--- src/rtl/msx_mouse_port_ctrl.sv ---
// Shares one MSX general-purpose port between the joystick and a PS/2 mouse (MSX nibble protocol).
// Latency: port_o updates one clk_sys after the input/strobe change; no backpressure (strobe-driven).
module msx_mouse_port_ctrl #(
    parameter int TIMEOUT    = 100000,
    parameter int MOVE_SHIFT = 1,
    parameter int ACC_W      = 10
) (
    input  logic       clk_sys,
    input  logic       res_n_i,
    input  logic       mouse_strobe,
    input  logic [8:0] mouse_x,
    input  logic [8:0] mouse_y,
    input  logic [1:0] mouse_btn,
    input  logic [5:0] joy_n,
    input  logic       stra,
    output logic [5:0] port_o,
    output logic       mouse_en,
    output logic [1:0] phase_o
);
    localparam int TW   = $clog2(TIMEOUT + 1);
    localparam int AMAX = 2 ** (ACC_W - 1) - 1;
    localparam int AMIN = -(2 ** (ACC_W - 1));

    typedef enum logic [1:0] {PH_XH, PH_XL, PH_YH, PH_YL} phase_t;

    phase_t             phase_q, phase_d;
    logic               stra_q, mouse_en_q, mouse_en_d;
    logic [ACC_W-1:0]   acc_x_q, acc_x_d, acc_y_q, acc_y_d;
    logic [7:0]         snap_x_q, snap_x_d, snap_y_q, snap_y_d;
    logic [3:0]         nibble_q, nibble_d;
    logic [TW-1:0]      tmo_q, tmo_d;
    logic [5:0]         port_q, port_d;

    function automatic logic signed [31:0] sext_acc(input logic [ACC_W-1:0] a);
        return {{(32 - ACC_W){a[ACC_W-1]}}, a};
    endfunction

    function automatic logic signed [31:0] sext8(input logic [7:0] a);
        return {{24{a[7]}}, a};
    endfunction

    function automatic logic signed [31:0] sext9(input logic [8:0] a);
        return {{23{a[8]}}, a};
    endfunction

    function automatic logic [ACC_W-1:0] sat_acc(input logic signed [31:0] v);
        logic signed [31:0] r;
        r = v;
        if (v > AMAX)      r = AMAX;
        else if (v < AMIN) r = AMIN;
        return r[ACC_W-1:0];
    endfunction

    // Scaled motion clamped to the 8-bit range the MSX reads.
    function automatic logic [7:0] rep_of(input logic [ACC_W-1:0] a);
        logic signed [31:0] s;
        s = sext_acc(a) >>> MOVE_SHIFT;
        if (s > 127)       s = 127;
        else if (s < -128) s = -128;
        return s[7:0];
    endfunction

    logic               edge_det, clr;
    logic [7:0]         rep_x, rep_y;
    logic signed [31:0] ax, ay;

    assign edge_det = (stra != stra_q);
    assign clr      = (~&joy_n) && !mouse_strobe;
    assign rep_x    = rep_of(acc_x_q);
    assign rep_y    = rep_of(acc_y_q);

    always_comb begin
        phase_d    = phase_q;
        mouse_en_d = mouse_en_q;
        snap_x_d   = snap_x_q;
        snap_y_d   = snap_y_q;
        nibble_d   = nibble_q;
        tmo_d      = tmo_q;
        ax         = sext_acc(acc_x_q);
        ay         = sext_acc(acc_y_q);

        if (mouse_en_q && edge_det) begin
            unique case (phase_q)
                PH_XH: begin
                    snap_x_d = rep_x;
                    snap_y_d = rep_y;
                    // Only the reported part leaves the accumulator; the residual carries over.
                    ax       = ax - (sext8(rep_x) <<< MOVE_SHIFT);
                    ay       = ay - (sext8(rep_y) <<< MOVE_SHIFT);
                    nibble_d = rep_x[7:4];
                    phase_d  = PH_XL;
                end
                PH_XL: begin
                    nibble_d = snap_x_q[3:0];
                    phase_d  = PH_YH;
                end
                PH_YH: begin
                    nibble_d = snap_y_q[7:4];
                    phase_d  = PH_YL;
                end
                default: begin
                    nibble_d = snap_y_q[3:0];
                    phase_d  = PH_XH;
                end
            endcase
        end

        if (edge_det) begin
            tmo_d = TW'(TIMEOUT);
        end else if (tmo_q != '0) begin
            tmo_d = tmo_q - TW'(1);
            if (tmo_q == TW'(1)) phase_d = PH_XH;
        end

        if (mouse_strobe) begin
            ax         = ax - sext9(mouse_x);
            ay         = ay + sext9(mouse_y);
            mouse_en_d = 1'b1;
        end

        acc_x_d = sat_acc(ax);
        acc_y_d = sat_acc(ay);

        if (clr) begin
            mouse_en_d = 1'b0;
            phase_d    = PH_XH;
            tmo_d      = '0;
            acc_x_d    = '0;
            acc_y_d    = '0;
            nibble_d   = 4'hF;
        end

        if (mouse_en_d) port_d = {~mouse_btn[1], ~mouse_btn[0], nibble_d};
        else            port_d = stra ? 6'h3F : joy_n;
    end

    always_ff @(posedge clk_sys or negedge res_n_i) begin
        if (!res_n_i) begin
            phase_q    <= PH_XH;
            stra_q     <= 1'b0;
            mouse_en_q <= 1'b0;
            acc_x_q    <= '0;
            acc_y_q    <= '0;
            snap_x_q   <= '0;
            snap_y_q   <= '0;
            nibble_q   <= 4'hF;
            tmo_q      <= '0;
            port_q     <= 6'h3F;
        end else begin
            phase_q    <= phase_d;
            stra_q     <= stra;
            mouse_en_q <= mouse_en_d;
            acc_x_q    <= acc_x_d;
            acc_y_q    <= acc_y_d;
            snap_x_q   <= snap_x_d;
            snap_y_q   <= snap_y_d;
            nibble_q   <= nibble_d;
            tmo_q      <= tmo_d;
            port_q     <= port_d;
        end
    end

    assign port_o   = port_q;
    assign mouse_en = mouse_en_q;
    assign phase_o  = phase_q;
endmodule

--- config.mk ---
export PLATFORM = sky130hd
export DESIGN_NAME = msx_mouse_port_ctrl
export DESIGN_NICKNAME = d
export VERILOG_FILES = /design/src/rtl/msx_mouse_port_ctrl.sv
export SDC_FILE = /design/constraint.sdc
export NUM_CORES = 1
export LEC_CHECK = 0
export ABC_AREA = 1
export CORE_ASPECT_RATIO = 0.7
export CORE_UTILIZATION = 60
export DETAILED_ROUTE_END_ITERATION = 8
export MAX_ROUTING_LAYER = met4
export PLACE_DENSITY = 0.81
export SYNTH_ARGS = -nofsm -noshare
export SYNTH_HDL_FRONTEND = slang
export SYNTH_SLANG_ARGS = --single-unit
--- constraint.sdc ---
create_clock -name clk_sys -period 5.2 [get_ports clk_sys]
set_clock_uncertainty 0.2 [all_clocks]
set_input_delay 0.52 -clock clk_sys [delete_from_list [all_inputs] [get_ports clk_sys]]
set_output_delay 0.52 -clock clk_sys [all_outputs]
set_load 0.01 [all_outputs]
Yosys cells after proc, flatten, opt, wreduce, memory -nomap -nowiden:

Cells that the tools add are included.
Widths: inputs -> output; s select.

* register bits after elaboration: 63
* input bits: 30
* logic and storage cells: 70

* add/subtract/negate cells: 5
* magnitude comparators: 8
* equal/unequal tests: 4
* muxes and demuxes: 32
* bitwise logic cells: 2
* reduce and logical (&&, ||, !) cells: 9

Operators with widths (number)
* $mux 32: 6
* $gt 32x10->1 const B: 2
* $lt 32x10->1 const B: 2
* $mux 10: 6
* $mux 17: 3
* $add 32x9->32: 1
* $mux 8: 4
* $sub 32x9->32: 1
* $sub 10x9->11: 2
* $gt 9x8->1 const B: 2
* $lt 9x8->1 const B: 2
* $eq 17x1->1 const B: 1
* $reduce_bool 17->1: 1
* $sub 17x1->17 const B: 1
* $mux 6: 2
* $pmux 4 s3: 1
* $mux 2: 5
* $mux 4: 2
* $pmux 2 s3: 1
* $reduce_and 6->1: 1
* $reduce_bool 3->1: 1
* $eq 2x1->1 const B: 1
* $eq 2x2->1 const B: 1
* $logic_and 1x1->1: 2
* 6 further kinds: 9

Longest topological paths before layout:

* word-level depth: 12
* depth in mapped cells: 32
* depth with buffers taken out: 32

Least setup slack after synthesis:

OpenSTA, ideal clock, no wires.

* path kind: register -> register
* start point: register acc_y_q[9]
* end point: register acc_y_q[0]
* library setup time: 136 ps
* arrival time: 4306 ps
* path slack: 559 ps
* stages on the path, launching flop included: 25
* path buffers: 0
* period minus slack after synthesis: 4641 ps
* path through: dfrtp_1 > nor2_1 > o21ai_0 > ha_1 > nand2_1 > o21ai_0 > nand2_1 > nand3_1 > nand2_1 > nand3_1 > nand2_1 > ha_1 > nand4_1 > nand3b_1 > o211ai_1 > o21ai_0 > fa_1 > inv_1 > nor4_1 > nand3_1 > o21ai_0 > and2_0 > nand4_1 > nand2_2 > a21oi_1

* word-level cells in the longest chain between the ends: 12

Ends and longest elaborated chain
* start, declared: line 28 `logic [ACC_W-1:0] acc_x_q, acc_x_d, acc_y_q, acc_y_d;`
* start signal, assigned: line 154 `acc_y_q <= acc_y_d;`
* $lt 9x8->1: line 59 `else if (s < -128) s = -128;`
* $mux 8: line 59
* $mux 8: line 58 `if (s > 127) s = 127;`
* $sub 10x9->11: line 89 `ay = ay - (sext8(rep_y) <<< MOVE_SHIFT);`
* $mux 32: line 83 `unique case (phase_q)`
* $mux 32 *: line 82 `if (mouse_en_q && edge_det) begin`
* $add 32x9->32: line 117 `ay = ay + sext9(mouse_y);`
* $mux 32 *: line 115 `if (mouse_strobe) begin`
* $lt 32x10->1: line 50 `else if (v < AMIN) r = AMIN;`
* $mux 10: line 50
* $mux 10 *: line 49 `if (v > AMAX) r = AMAX;`
* $mux 10 *: line 124 `if (clr) begin`
* via acc_y_d[0]: line 28

Mark *: on every way through the listed nets, which the timed path passes. The rest lies on a longest branch.
A chain may end at the register's enable or synchronous reset.

Worst setup path in the final report:

* start point: register acc_y_q[8]
* end point: register acc_y_q[6]

* word-level cells in the longest chain between the ends: 12

Ends and longest elaborated chain
* $lt 9x8->1: line 59
* $mux 8: line 59
* $mux 8 *: line 58
* via rep_y[0]: line 64 `logic [7:0] rep_x, rep_y;`
* $sub 10x9->11 *: line 89
* $mux 32 *: line 83
* $mux 32 *: line 82
* $add 32x9->32: line 117
* $mux 32 *: line 115
* $lt 32x10->1: line 50
* $mux 10: line 50
* $mux 10 *: line 49
* $mux 10 *: line 124
* via acc_y_d[6]: line 28

Marks and branches as above.

==> impl_metrics.tcl <==
set metrics [dict create \
    status "completed" \
    netlist_instances 812 \
    ys_seq_area_share_pct 27.2 \
    cts_tree "built" \
    crit_fanout 8 \
    arrival_ns 5.14 \
    synth.area.top_cells "dfrtp_1 23%, nand2_1 12%, ha_1 9.4%, inv_1 7.0%, a21oi_1 6.2%" \
    r2r_slack_ns 0.05 \
    io_buffers 38 \
    switching_share_pct 46.6 \
    num_vias 6092 \
    grt_usage_pct 33.2 \
    synth_fp_nets 902 \
    clockBufferDepth 2 \
    synth_xor_area_share_pct 2.55 \
    initial_core_util_pct 63.1 \
    grt.overflow.total 0 \
    final_cell_mix "180 x nand2_1, 101 x inv_1, 60 x a21oi_1" \
    diodes 0 \
    area_growth_pct 24.6 \
    htreeDepth 3 \
    clk_pin_slew_ns 0.05 \
    fmaxAchievable_mhz 194 \
    pwr-share-seq_pct 20.3 \
    synth_top_cell_by_area "dfrtp_1" \
    nFillCells 628 \
    syn_avg_cell_area_um2 7.19 \
    ir_worst_vdd_uv 316 \
    regArea_mm2 0.00159 \
    routedWlPerCell_um 17.0 \
    cpPeakStageDelay_ns 0.54 \
    r2r_start "acc_y_q[8]$_DFF_PN0_" \
    antenna_found_initial 0 \
    async_flop_share_pct 100 \
    slew_viol_final 0 \
    ys.flop_type "dfrtp_1" \
    grt_pass1_wl_um 25700 \
    num_rows 29 \
    drc 0 \
    end_kind "flop" \
    synth_edf_count 0 \
    dp.final_hpwl_um 11600 \
    leakage_nw 3.53 \
    fp.dieW_um 120 \
    die_y_um 84.5 \
    rsz0062_at_grt "yes" \
    dp_cells 974 \
    synth_top_cell_area_share_pct 22.7 \
    numCtsBuffers 9 \
    startpoint "acc_y_q[8]$_DFF_PN0_" \
    ys_ff_latch 63 \
    reg2reg_to "acc_y_q[6]$_DFF_PN0_" \
    internal-power_mw 1.83 \
    final-instance-count-excl-fill 1017 \
    finalSetupViolCount 0 \
    critical_path_class "reg -> reg" \
    hold_viol_final 0 \
    r2r_cells 29 \
    synthMuxAreaShare_pct 0.515 \
    via_per_inst 5.99 \
    clockPowerShare_pct 16.9 \
    die_area_mm2 0.0101 \
    synth_compound_area_share_pct 17.8 \
    switchingPower_mw 1.60 \
    multi_input_area_mm2 0.00414 \
    grt_max_degree 64 \
    ios 39 \
    syn_area_mm2 0.00584 \
    ys_warn_count 0 \
    cap_viol_max_count 0 \
    synth_top_family_by_area "simple AND/OR/NAND/NOR gates" \
    grt_pass1_vias 5428 \
    hold_path.class "in -> async" \
    cp-endpoint "acc_y_q[6]$_DFF_PN0_" \
    p_comb_share_pct 62.8 \
    required_ns 5.19 \
    setup_tns_ns 0 \
    synth_fa_ha_area_share_pct 14.9 \
    min_period_over_period_pct 99.1 \
    ys_types 53 \
    power_density_mw_per_mm2 473 \
    cts-root-buf "clkbuf_16" \
    min_period_ns 5.15 \
    cpMaxStageDelayCell "fa_1" \
    final_util_pct 78.6 \
    mostFrequentLayoutCell "nand2_1" \
    power.total_mw 3.44 \
    layout-drive-gt1-share_pct 19.5 \
    yosys.area_share.simple_pct 28.4 \
    tightest_slew_ns 0.828 \
    dr.pass1.iters 6 \
    cp-start-kind "flop" \
    clock_sinks 63 \
    core_area_mm2 0.00925 \
    clock_latency_ns 0.32 \
    nNetsFinal 978 \
    slew_headroom_pct 44.8 \
    wl_um 17300 \
    ant_nets 0 \
    drt_iter0_markers 670 \
    gp_congestion 0.998 \
]
area by class of cell:
cell class | count | share of cell area [%]
timing repair buffer | 74 | 8.93
multi-input combinational | 622 | 56.9
sequential | 63 | 21.9
clock inverter | 4 | 0.654
tap | 124 | 2.13
inverter | 118 | 6.26
clock buffer | 12 | 3.25
sequential cells by signal (all words and copies together), names as in the netlist:
register and count:
tmo_q 17, acc_x_q 10, acc_y_q 10, snap_y_q 8, port_o 6, nibble_q 4
snap_x_q 4, phase_o 2, mouse_en 1, stra_q 1
synth_stat cells (4+ instances only):
cell type / count
nand3_1: 45
inv_1: 109
nand2_2: 11
nand3_2: 5
a211oi_1: 7
dfrtp_1: 53
or2_2: 4
nand3b_1: 4
nand4_1: 10
o21ai_0: 66
nor2_1: 56
nor4_1: 6
nand2_1: 185
a21o_1: 5
nor2_2: 4
xnor2_1: 4
nor3_1: 10
a31oi_1: 6
o21a_1: 4
fa_1: 16
xor2_1: 13
clkbuf_1: 4
dfstp_2: 10
o211ai_1: 10
ha_1: 44
a21oi_1: 72
inv_2: 8
logic make-up after synthesis:
logic type | Yosys count
DFF | 63
AOI/OAI and AO/OA | 185
muxes | 3
buffers and inverters | 129
adders and majority gates | 60
xor gates and xnor gates | 17
and+or+nand+nor | 355
worst min-delay path by stage:
stage | from | to | slack, ns | cells after the start
2_1_floorplan | res_n_i | acc_x_q[0]$_DFF_PN0_ | 0.02 | 0
3_3_place_gp | snap_y_q[6]$_DFFE_PN0P_ | snap_y_q[6]$_DFFE_PN0P_ | 0.27 | 2
3_5_place_dp | snap_x_q[3]$_DFFE_PN0P_ | snap_x_q[3]$_DFFE_PN0P_ | 0.28 | 2
4_1_cts | res_n_i | tmo_q[15]$_DFFE_PN0P_ | 0.21 | 2
5_1_grt | res_n_i | snap_y_q[5]$_DFFE_PN0P_ | 0.25 | 2
6_report | res_n_i | acc_y_q[6]$_DFF_PN0_ | 0.17 | 2
power by group through the flow:
stage               Clock (mW)  Combinational (mW)  Sequential [mW]
global route             0.607                2.37            0.702
finish                   0.581                2.16            0.696
CTS                      0.581                1.71            0.674
detailed placement           0                1.67            0.679
floorplan                    0                1.28            0.653
global placement             0                1.59            0.676
metrics by stage:
stage	hold WS (ns)	cell area [um2]	worst slack [ns]
after global placement	0.274	6400	0.168
final	0.174	7270	0.0471
after floorplan	0.0244	5840	0.559
after global routing	0.253	7270	-0.347
after CTS	0.209	6720	0.0494
after detailed placement	0.276	6400	-0.119
worst max-delay path, delay by kind of cell, from the launching register on:
| kind | cells | cell delay [ns] |
|---|---|---|
| adders and majority gates | 4 | 1.26 |
| buffers and inverters | 3 | 0.20 |
| xor gates and xnor gates | 1 | 0.14 |
| DFF | 1 | 0.44 |
| and+or+nand+nor | 13 | 1.60 |
| AOI/OAI and AO/OA | 8 | 1.17 |
routing by layer:
layer | global-route usage [%] | vias to the layer above | share of wire (%)
li1 | - | 2855 | -
met1 | 45.7 | 2795 | 41
met2 | 51.0 | 388 | 47
met3 | 5.03 | 54 | 9.4
met4 | 8.86 | 0 | 2.7
met5 | - | - | 0
what timing repair did:
item,4_1_cts,5_1_grt
resized for setup,6,96
setup buffers,1,24
hold buffers,0,0
pin swaps,2,45
cloned,0,2
endpoints found under the setup margin,10,18
No activity file was read; power rests on OpenSTA's default activity.
